**src/rtl/mips_pkg.sv**
```systemverilog
// Shared MIPS definitions: opcodes, ALU classes and the decoder control word.
package mips_pkg;

  // Primary opcodes (instr[31:26])
  localparam logic [5:0] OP_R    = 6'h00;
  localparam logic [5:0] OP_ADDI = 6'h08;
  localparam logic [5:0] OP_ANDI = 6'h0C;
  localparam logic [5:0] OP_BEQ  = 6'h04;
  localparam logic [5:0] OP_BNE  = 6'h05;
  localparam logic [5:0] OP_J    = 6'h02;
  localparam logic [5:0] OP_LW   = 6'h23;
  localparam logic [5:0] OP_SW   = 6'h2B;

  // ALU class produced by the main decoder
  localparam logic [1:0] ALU_ADD   = 2'b00;
  localparam logic [1:0] ALU_SUB   = 2'b01;
  localparam logic [1:0] ALU_RTYPE = 2'b10;
  localparam logic [1:0] ALU_AND   = 2'b11;

  // Hard-wired zero register; never a real dependency
  localparam logic [4:0] REG_ZERO = 5'd0;

  typedef struct packed {
    logic       RegDst;
    logic       Jump;
    logic       Branch;
    logic       bne;
    logic       MemRead;
    logic       MemtoReg;
    logic       MemWrite;
    logic       ALUsrc;
    logic       RegWrite;
    logic [1:0] ALUop;
  } ctrl_t;

  // Bubble: no architectural side effects, ALU does a harmless add
  localparam ctrl_t CTRL_NOP = '{
    RegDst:   1'b0,
    Jump:     1'b0,
    Branch:   1'b0,
    bne:      1'b0,
    MemRead:  1'b0,
    MemtoReg: 1'b0,
    MemWrite: 1'b0,
    ALUsrc:   1'b0,
    RegWrite: 1'b0,
    ALUop:    ALU_ADD
  };

endpackage

```
**src/rtl/hazard_unit.sv**
```systemverilog
// Load-use hazard detection between the load in EX and the instruction in ID.
module hazard_unit
  import mips_pkg::*;
(
  input  logic       ex_MemRead,
  input  logic [4:0] ex_rt,
  input  logic [4:0] id_rs,
  input  logic [4:0] id_rt,
  input  logic       id_ALUsrc,
  input  logic       id_MemWrite,
  input  logic       flush,
  output logic       stall
);

  logic w_rt_used;
  logic w_hz;

  // rt is a source when the ALU reads it (no immediate) or a store writes it to memory
  always_comb begin
    w_rt_used = !id_ALUsrc || id_MemWrite;
    w_hz      = ex_MemRead && (ex_rt != REG_ZERO) &&
                ((ex_rt == id_rs) || ((ex_rt == id_rt) && w_rt_used));
    stall     = w_hz && !flush;
  end

endmodule

```
**src/rtl/id_ex_stage.sv**
```systemverilog
// ID->EX pipeline register with load-use bubble insertion, flush and debug counters.
module id_ex_stage
  import mips_pkg::*;
#(
  parameter int unsigned DATA_W = 32,
  parameter int unsigned CNT_W  = 16
) (
  input  logic              clk,
  input  logic              rst,
  input  logic              id_RegDst,
  input  logic              id_Jump,
  input  logic              id_Branch,
  input  logic              id_bne,
  input  logic              id_MemRead,
  input  logic              id_MemtoReg,
  input  logic              id_MemWrite,
  input  logic              id_ALUsrc,
  input  logic              id_RegWrite,
  input  logic [1:0]        id_ALUop,
  input  logic [DATA_W-1:0] id_pc4,
  input  logic [DATA_W-1:0] id_rs_data,
  input  logic [DATA_W-1:0] id_rt_data,
  input  logic [DATA_W-1:0] id_imm,
  input  logic [4:0]        id_rs,
  input  logic [4:0]        id_rt,
  input  logic [4:0]        id_rd,
  input  logic [5:0]        id_funct,
  input  logic              flush,
  output logic              ex_RegDst,
  output logic              ex_Jump,
  output logic              ex_Branch,
  output logic              ex_bne,
  output logic              ex_MemRead,
  output logic              ex_MemtoReg,
  output logic              ex_MemWrite,
  output logic              ex_ALUsrc,
  output logic              ex_RegWrite,
  output logic [1:0]        ex_ALUop,
  output logic [DATA_W-1:0] ex_pc4,
  output logic [DATA_W-1:0] ex_rs_data,
  output logic [DATA_W-1:0] ex_rt_data,
  output logic [DATA_W-1:0] ex_imm,
  output logic [4:0]        ex_rs,
  output logic [4:0]        ex_rt,
  output logic [4:0]        ex_rd,
  output logic [5:0]        ex_funct,
  output logic              stall,
  output logic [CNT_W-1:0]  stall_cnt,
  output logic [CNT_W-1:0]  flush_cnt
);

  localparam logic [CNT_W-1:0] CntMax = {CNT_W{1'b1}};

  ctrl_t             r_ctrl;
  logic [DATA_W-1:0] r_pc4;
  logic [DATA_W-1:0] r_rs_data;
  logic [DATA_W-1:0] r_rt_data;
  logic [DATA_W-1:0] r_imm;
  logic [4:0]        r_rs;
  logic [4:0]        r_rt;
  logic [4:0]        r_rd;
  logic [5:0]        r_funct;
  logic [CNT_W-1:0]  r_stall_cnt;
  logic [CNT_W-1:0]  r_flush_cnt;

  ctrl_t             w_ctrl_id;
  ctrl_t             w_ctrl_d;
  logic              w_stall;
  logic [CNT_W-1:0]  w_stall_cnt_d;
  logic [CNT_W-1:0]  w_flush_cnt_d;

  hazard_unit u_hazard (
    .ex_MemRead  (r_ctrl.MemRead),
    .ex_rt       (r_rt),
    .id_rs       (id_rs),
    .id_rt       (id_rt),
    .id_ALUsrc   (id_ALUsrc),
    .id_MemWrite (id_MemWrite),
    .flush       (flush),
    .stall       (w_stall)
  );

  // Select the incoming control word or a bubble; stall already excludes flush
  always_comb begin
    w_ctrl_id = '{
      RegDst:   id_RegDst,
      Jump:     id_Jump,
      Branch:   id_Branch,
      bne:      id_bne,
      MemRead:  id_MemRead,
      MemtoReg: id_MemtoReg,
      MemWrite: id_MemWrite,
      ALUsrc:   id_ALUsrc,
      RegWrite: id_RegWrite,
      ALUop:    id_ALUop
    };
    w_ctrl_d = (flush || w_stall) ? CTRL_NOP : w_ctrl_id;
  end

  // Saturating event counters
  always_comb begin
    w_stall_cnt_d = r_stall_cnt;
    w_flush_cnt_d = r_flush_cnt;
    if (flush && (r_flush_cnt != CntMax)) begin
      w_flush_cnt_d = r_flush_cnt + CNT_W'(1);
    end
    if (w_stall && (r_stall_cnt != CntMax)) begin
      w_stall_cnt_d = r_stall_cnt + CNT_W'(1);
    end
  end

  // Pipeline register; data fields load unconditionally since a bubble ignores them
  always_ff @(posedge clk or posedge rst) begin
    if (rst) begin
      r_ctrl      <= CTRL_NOP;
      r_pc4       <= '0;
      r_rs_data   <= '0;
      r_rt_data   <= '0;
      r_imm       <= '0;
      r_rs        <= '0;
      r_rt        <= '0;
      r_rd        <= '0;
      r_funct     <= '0;
      r_stall_cnt <= '0;
      r_flush_cnt <= '0;
    end else begin
      r_ctrl      <= w_ctrl_d;
      r_pc4       <= id_pc4;
      r_rs_data   <= id_rs_data;
      r_rt_data   <= id_rt_data;
      r_imm       <= id_imm;
      r_rs        <= id_rs;
      r_rt        <= id_rt;
      r_rd        <= id_rd;
      r_funct     <= id_funct;
      r_stall_cnt <= w_stall_cnt_d;
      r_flush_cnt <= w_flush_cnt_d;
    end
  end

  assign ex_RegDst   = r_ctrl.RegDst;
  assign ex_Jump     = r_ctrl.Jump;
  assign ex_Branch   = r_ctrl.Branch;
  assign ex_bne      = r_ctrl.bne;
  assign ex_MemRead  = r_ctrl.MemRead;
  assign ex_MemtoReg = r_ctrl.MemtoReg;
  assign ex_MemWrite = r_ctrl.MemWrite;
  assign ex_ALUsrc   = r_ctrl.ALUsrc;
  assign ex_RegWrite = r_ctrl.RegWrite;
  assign ex_ALUop    = r_ctrl.ALUop;
  assign ex_pc4      = r_pc4;
  assign ex_rs_data  = r_rs_data;
  assign ex_rt_data  = r_rt_data;
  assign ex_imm      = r_imm;
  assign ex_rs       = r_rs;
  assign ex_rt       = r_rt;
  assign ex_rd       = r_rd;
  assign ex_funct    = r_funct;
  assign stall       = w_stall;
  assign stall_cnt   = r_stall_cnt;
  assign flush_cnt   = r_flush_cnt;

endmodule
```
**config.mk**
```make
export PLATFORM = sky130hd
export DESIGN_NAME = id_ex_stage
export DESIGN_NICKNAME = d
export VERILOG_FILES = /design/src/rtl/mips_pkg.sv /design/src/rtl/hazard_unit.sv /design/src/rtl/id_ex_stage.sv
export SDC_FILE = /design/constraint.sdc
export NUM_CORES = 1
export LEC_CHECK = 0
export ABC_AREA = 1
export ABC_CLOCK_PERIOD_IN_PS = 5600
export BUFFER_PORTS_ARGS = -buffer_cell sky130_fd_sc_hd__buf_4
export CAP_MARGIN = 20
export CORE_MARGIN = 1
export CORE_UTILIZATION = 30
export DETAILED_ROUTE_END_ITERATION = 6
export HOLD_SLACK_MARGIN = 0.02
export MAX_ROUTING_LAYER = met4
export PLACE_DENSITY = 0.66
export SLEW_MARGIN = 15
export SYNTH_ARGS = -nofsm -noshare
export SYNTH_HDL_FRONTEND = slang
export SYNTH_SLANG_ARGS = --single-unit
```
**constraint.sdc**
```tcl
create_clock -name clk -period 5.6 [get_ports clk]
set_input_delay 0.28 -clock clk [delete_from_list [all_inputs] [get_ports clk]]
set_output_delay 0.28 -clock clk [all_outputs]
set_load 0.05 [all_outputs]
```
======== Word level (Yosys, flattened, before mapping) ========
Index checks and enable logic that the tools add are counted.
word-level totals
  register bits after elaboration ......... 192
  input bits .............................. 163
  output and inout bits ................... 193
  word-level logic and storage cells ...... 39
operators by class
  add/subtract/negate cells ............... 2
  equal/unequal tests ..................... 4
  multiplexer cells ....................... 1
  reductions and logical operators ........ 12
operator list
  kind                                            count
  adder 16 x 1 -> 16 bit (second input constant)  2
  != test 16 bit (second input constant)          2
  two-way mux 11 bit                              1
  == test 5 bit                                   2
  logical AND 1 bit                               6
  nonzero test 5 bit                              1
  logical OR 1 bit                                3
  zero test 1 bit                                 2

======== Logic depth before layout (Yosys ltp) ========
  word-level depth ........................ 8
  gate-level depth with buffers ........... 11
  depth with buffers taken out ............ 10

======== By module ========
A second synthesis with hierarchy kept.
second synthesis, totals
  cell total of the unflattened synthesis .. 521
  area, all modules ....................... 6317.3 µm²
modules (own cells, without submodules)
  module       instances  cells an instance  area an instance (µm²)  seq. area each (µm²)
  id_ex_stage  1          470                6099.6                  4804.6
  hazard_unit  1          51                 217.7                   0.0

======== Least setup slack after synthesis ========
No wires, ideal clock.
  path type ............................... register to register
  start point ............................. register r_flush_cnt[0], in the netlist flush_cnt[0]
  end point ............................... register r_flush_cnt[6], in the netlist flush_cnt[6]
  setup time .............................. 145 ps
  data arrival time ....................... 1700 ps
  data required time ...................... 5455 ps
  slack ................................... 3755 ps
  stages on the path, launching flop included .. 9
  path buffers ............................ 1
  period minus slack after synthesis ...... 1845 ps
  cells stage by stage .................... dfrtp_1 -> ha_1 -> nand3_1 -> inv_1 -> nand2_1 -> o21ai_2 -> buf_4 -> nor3_1 -> xor2_1
between the ends
  longest elaborated chain between the ends .. 2
  elaborated cells between the ends (all ways) .. 3
  those cells by class .................... add/sub: 1; eq/ne: 1; reduce/logical: 1
ends and longest elaborated chain
  item                                                            RTL line            source
  start: declaration                                              id_ex_stage.sv:64   logic [CNT_W-1:0] r_flush_cnt;
  start signal: assignment                                        id_ex_stage.sv:137  r_flush_cnt <= w_flush_cnt_d;
  branches (longest 2 deep; another with adder 16 x 1 -> 16 bit)  --
Several ways; the timed one is not identified.
A chain may end at the register's enable or synchronous reset.

======== Worst setup path after layout ========
  start point ............................. input port id_rs[0]
  end point ............................... output port stall
between the ends
  longest elaborated chain between the ends .. 4
ends and longest elaborated chain
  item                RTL line           source
  start: declaration  id_ex_stage.sv:24  input logic [4:0] id_rs,
  == test 5 bit       hazard_unit.sv:22  ((ex_rt == id_rs) || ((ex_rt == id_rt) && w_rt_used));
  logical OR 1 bit    hazard_unit.sv:22
  logical AND 1 bit   hazard_unit.sv:21  w_hz = ex_MemRead && (ex_rt != REG_ZERO) &&
  logical AND 1 bit   hazard_unit.sv:23  stall = w_hz && !flush;
  end: declaration    id_ex_stage.sv:47  output logic stall,
No other way between the ends.

==> metrics <==
outcome finished, final reports clean; shortest clock period the worst path allows after layout 2090 ps; post-synthesis instance area 6080 µm²; RD Place Congestion approximately 0.80; fin. max-slew vios 0; floorplan die height about 140 µm; wire length of the first global-routing pass 28,400 µm; total die area around 21,000 µm²; number of distinct standard cells referenced by the synthesized netlist 26; worst hold-check slack 37.8 ps; number of maximum-capacitance constraint violations 0; final core utilization 0.567; most frequent cells after synthesis dfrtp_1, nand2_1, inv_1; clock tree sinks 192; detail-routed net length per standard cell 15.8 µm; total of buffers placed on input and output ports 355; number of remaining DRC errors 0; data arrival time at the worst-slack endpoint 1810 ps; net count of the finished layout 1,145; total wirelength of the detailed-routed design between 15,000 and 20,000 µm; fraction of synthesized cell area taken by the top area cell type 0.790; sequential cell area 4800 µm²; kind of critical path in2out; total global routing track utilization 0.192; Setup crit start kind input pin; Root Buffer clkbuf_16; cell taking the most area after synthesis dfrtp_1; maximum clock skew at final layout 12.2 ps; leading cell type by number of instances after synthesis dfrtp_1; starting utilization of the core area 0.309; number of storage elements in the synthesis netlist ~190; clock-pin transition on the worst setup and hold timing paths ~70 ps; Top-Level Pins ~360; H-tree Lvls 4; sequential share of power 0.438; peak supply drop 171 µV; post-route setup TNS 0 ps; period utilization 0.373; number of inserted filler cells in the final layout 1,644; combinational fraction of design power 0.214; design internal power 0.00239 W; worst-margin pin slew 917 ps; worst endpoint required time 5320 ps; clock latency reported for the late side of the worst-skew pair 420 ps; number of buffers created by CTS 17; maximum clock rate 0.479 GHz; number of global-route vias before repair approximately 5,300; initial antenna violation count 1; ratio of cells with drive above 1 in the final layout 0.402; Async SR Flop Fraction 1.00; unrepaired setup endpoints after global routing no; largest net degree at the start of global routing 138; Slew HR 0.389; biggest area contributors in the synthesized netlist dfrtp_1, nand2_1, inv_1, nor2_1, xor2_1; P per Cell Area slightly above 300 nW/µm²; class of the most critical hold timing path in2async; mean area per synthesized cell between 10 and 15 µm²; Switching Power 0.00109 W; GRT overflow 0; clock tree from TritonCTS yes; post-route cell area 11,200 µm²; iteration count of the initial detailed-routing pass 6; vias just over 5,000; number of nets with antenna violations after detailed routing 0; count of buffers added by post-CTS timing repair for setup 0; share of power burned in the clock network 0.347; Final Hold Fails 0; number of rows in the core area 51; number of flops mapped to enable cells by yosys 0; area post-placement 9060 µm²; Top FF cell, synth dfrtp_1; standard cell core area 19,700 µm²; number of standard cells after synthesis 460; buffer levels on the longest clock path 2; area used by multi-input combinational logic 1080 µm²; Starting DRT DRC Count 155; Area Overhead vs Synth 83.3%; Horiz. Die Dim 144 µm; static leakage power between 5 and 6 nW; setup violation total in the final timing report 0; post-synth net total 625; Power, Total 0.00348 W; crit path capture type output pin; fraction of power spent switching nets 0.313; YS warnings 0; vias per cell 4.08; share of synthesized area occupied by flip-flops and latches 0.790; HPWL after DPL 13,900 µm; worst-path maximum fanout 3
-- path summary, 6_finish.rpt --
kind / from / to / slack (ps) / depth (start not counted)
min in group clk: id_RegDst / ex_RegDst / 70 / 3
worst max register to register: flush_cnt[0] / flush_cnt[14] / 3690 / 9
worst min-delay path: rst / ex_imm[13] / 40 / 2
max in group asynchronous: rst / stall_cnt[15] / 4300 / 3
worst max-delay path: id_rs[0] / stall / 3510 / 10
worst min register to register: flush_cnt[5] / flush_cnt[5] / 530 / 1
-- cell usage in the layout (no fill, tap or decap) --
cell,instances
dfrtp_1,192
xnor2_1,13
inv_1,40
nand3_1,14
nand4_2,1
inv_6,4
clkbuf_1,1
xor2_1,14
nand2_2,1
nand4_1,7
dlygate4sd3_1,149
nor2_1,37
nor2_2,1
nor3_2,1
nand3_2,2
nand3b_1,1
nand2_1,113
nor3_1,5
clkinvlp_4,1
and2_1,1
ha_1,2
clkinv_4,3
inv_2,3
inv_8,4
clkinv_8,2
buf_4,356
bufinv_16,1
diode_2,1
o21ai_2,1
o21ai_0,3
nor3b_1,1
and3_1,1
nor2_4,1
clkbuf_16,17
-- kinds of logic (layout without fill, tap and decap cells) --
family	after synthesis	in the layout	share of synthesized area
AOI/OAI and AO/OA	4	4	0.00391
and+or+nand+nor	187	187	0.131
other	0	1	0
DFF	192	192	0.790
adders and majority gates	2	2	0.00411
xor gates and xnor gates	27	27	0.0389
buffers and inverters	48	581	0.0323
-- metal layers --
metal  vias to the layer above  share of wire  GRT usage
met5                         -              0          -
met4                         0          0.023     0.0792
met3                        35          0.063     0.0497
met2                       194           0.55      0.344
met1                      2458           0.36      0.200
li1                       2448              -          -
-- cell type report --
type,instances,area share
diodes,1,0.000224
clock buffers,18,0.0385
clock inverters,14,0.0148
inverters,44,0.0155
multi-input cells,220,0.0969
flip-flops and latches,192,0.431
well taps,265,0.0297
repair buffers,505,0.373
-- critical path, stage by stage --
cell and delay, ps:
dlygate4sd3_1 540, buf_4 140, nand2_1 50, nand2_1 50
nor2_1 150, nand3_1 110, nand2_2 120, nand3_2 100
inv_1 70, buf_4 190
-- through the flow --
stage	setup slack (ps)	instances
2_1_floorplan	92.8	460
5_1_grt	3370	1259
3_3_place_gp	3730	1077
3_5_place_dp	3710	1077
4_1_cts	3470	1258
6_report	3510	1259
-- sequential cells by signal, summed over array words and instances, names as in the netlist, 2 cells and up --
name / cells
flush_cnt: 16
ex_ALUop: 2
ex_imm: 32
ex_rs: 5
ex_rs_data: 32
ex_rt: 5
ex_rt_data: 32
ex_funct: 6
ex_rd: 5
stall_cnt: 16
ex_pc4: 32
-- what timing repair did --
action,4_1_cts,5_1_grt
gates resized for setup,0,0
hold endpoints to repair,149,0
hold buffers,149,0
-- power by group through the flow --
stage / clock, W / combinational, W / sequential, W
finish: 0.00121 / 0.000745 / 0.00152
global route: 0.00129 / 0.000783 / 0.00154
CTS: 0.00124 / 0.000749 / 0.00152
detailed placement: 0 / 0.000659 / 0.00155
global placement: 0 / 0.000657 / 0.00155
floorplan: 0 / 0.0000825 / 0.00185
No activity file was read; power rests on OpenSTA's default activity.
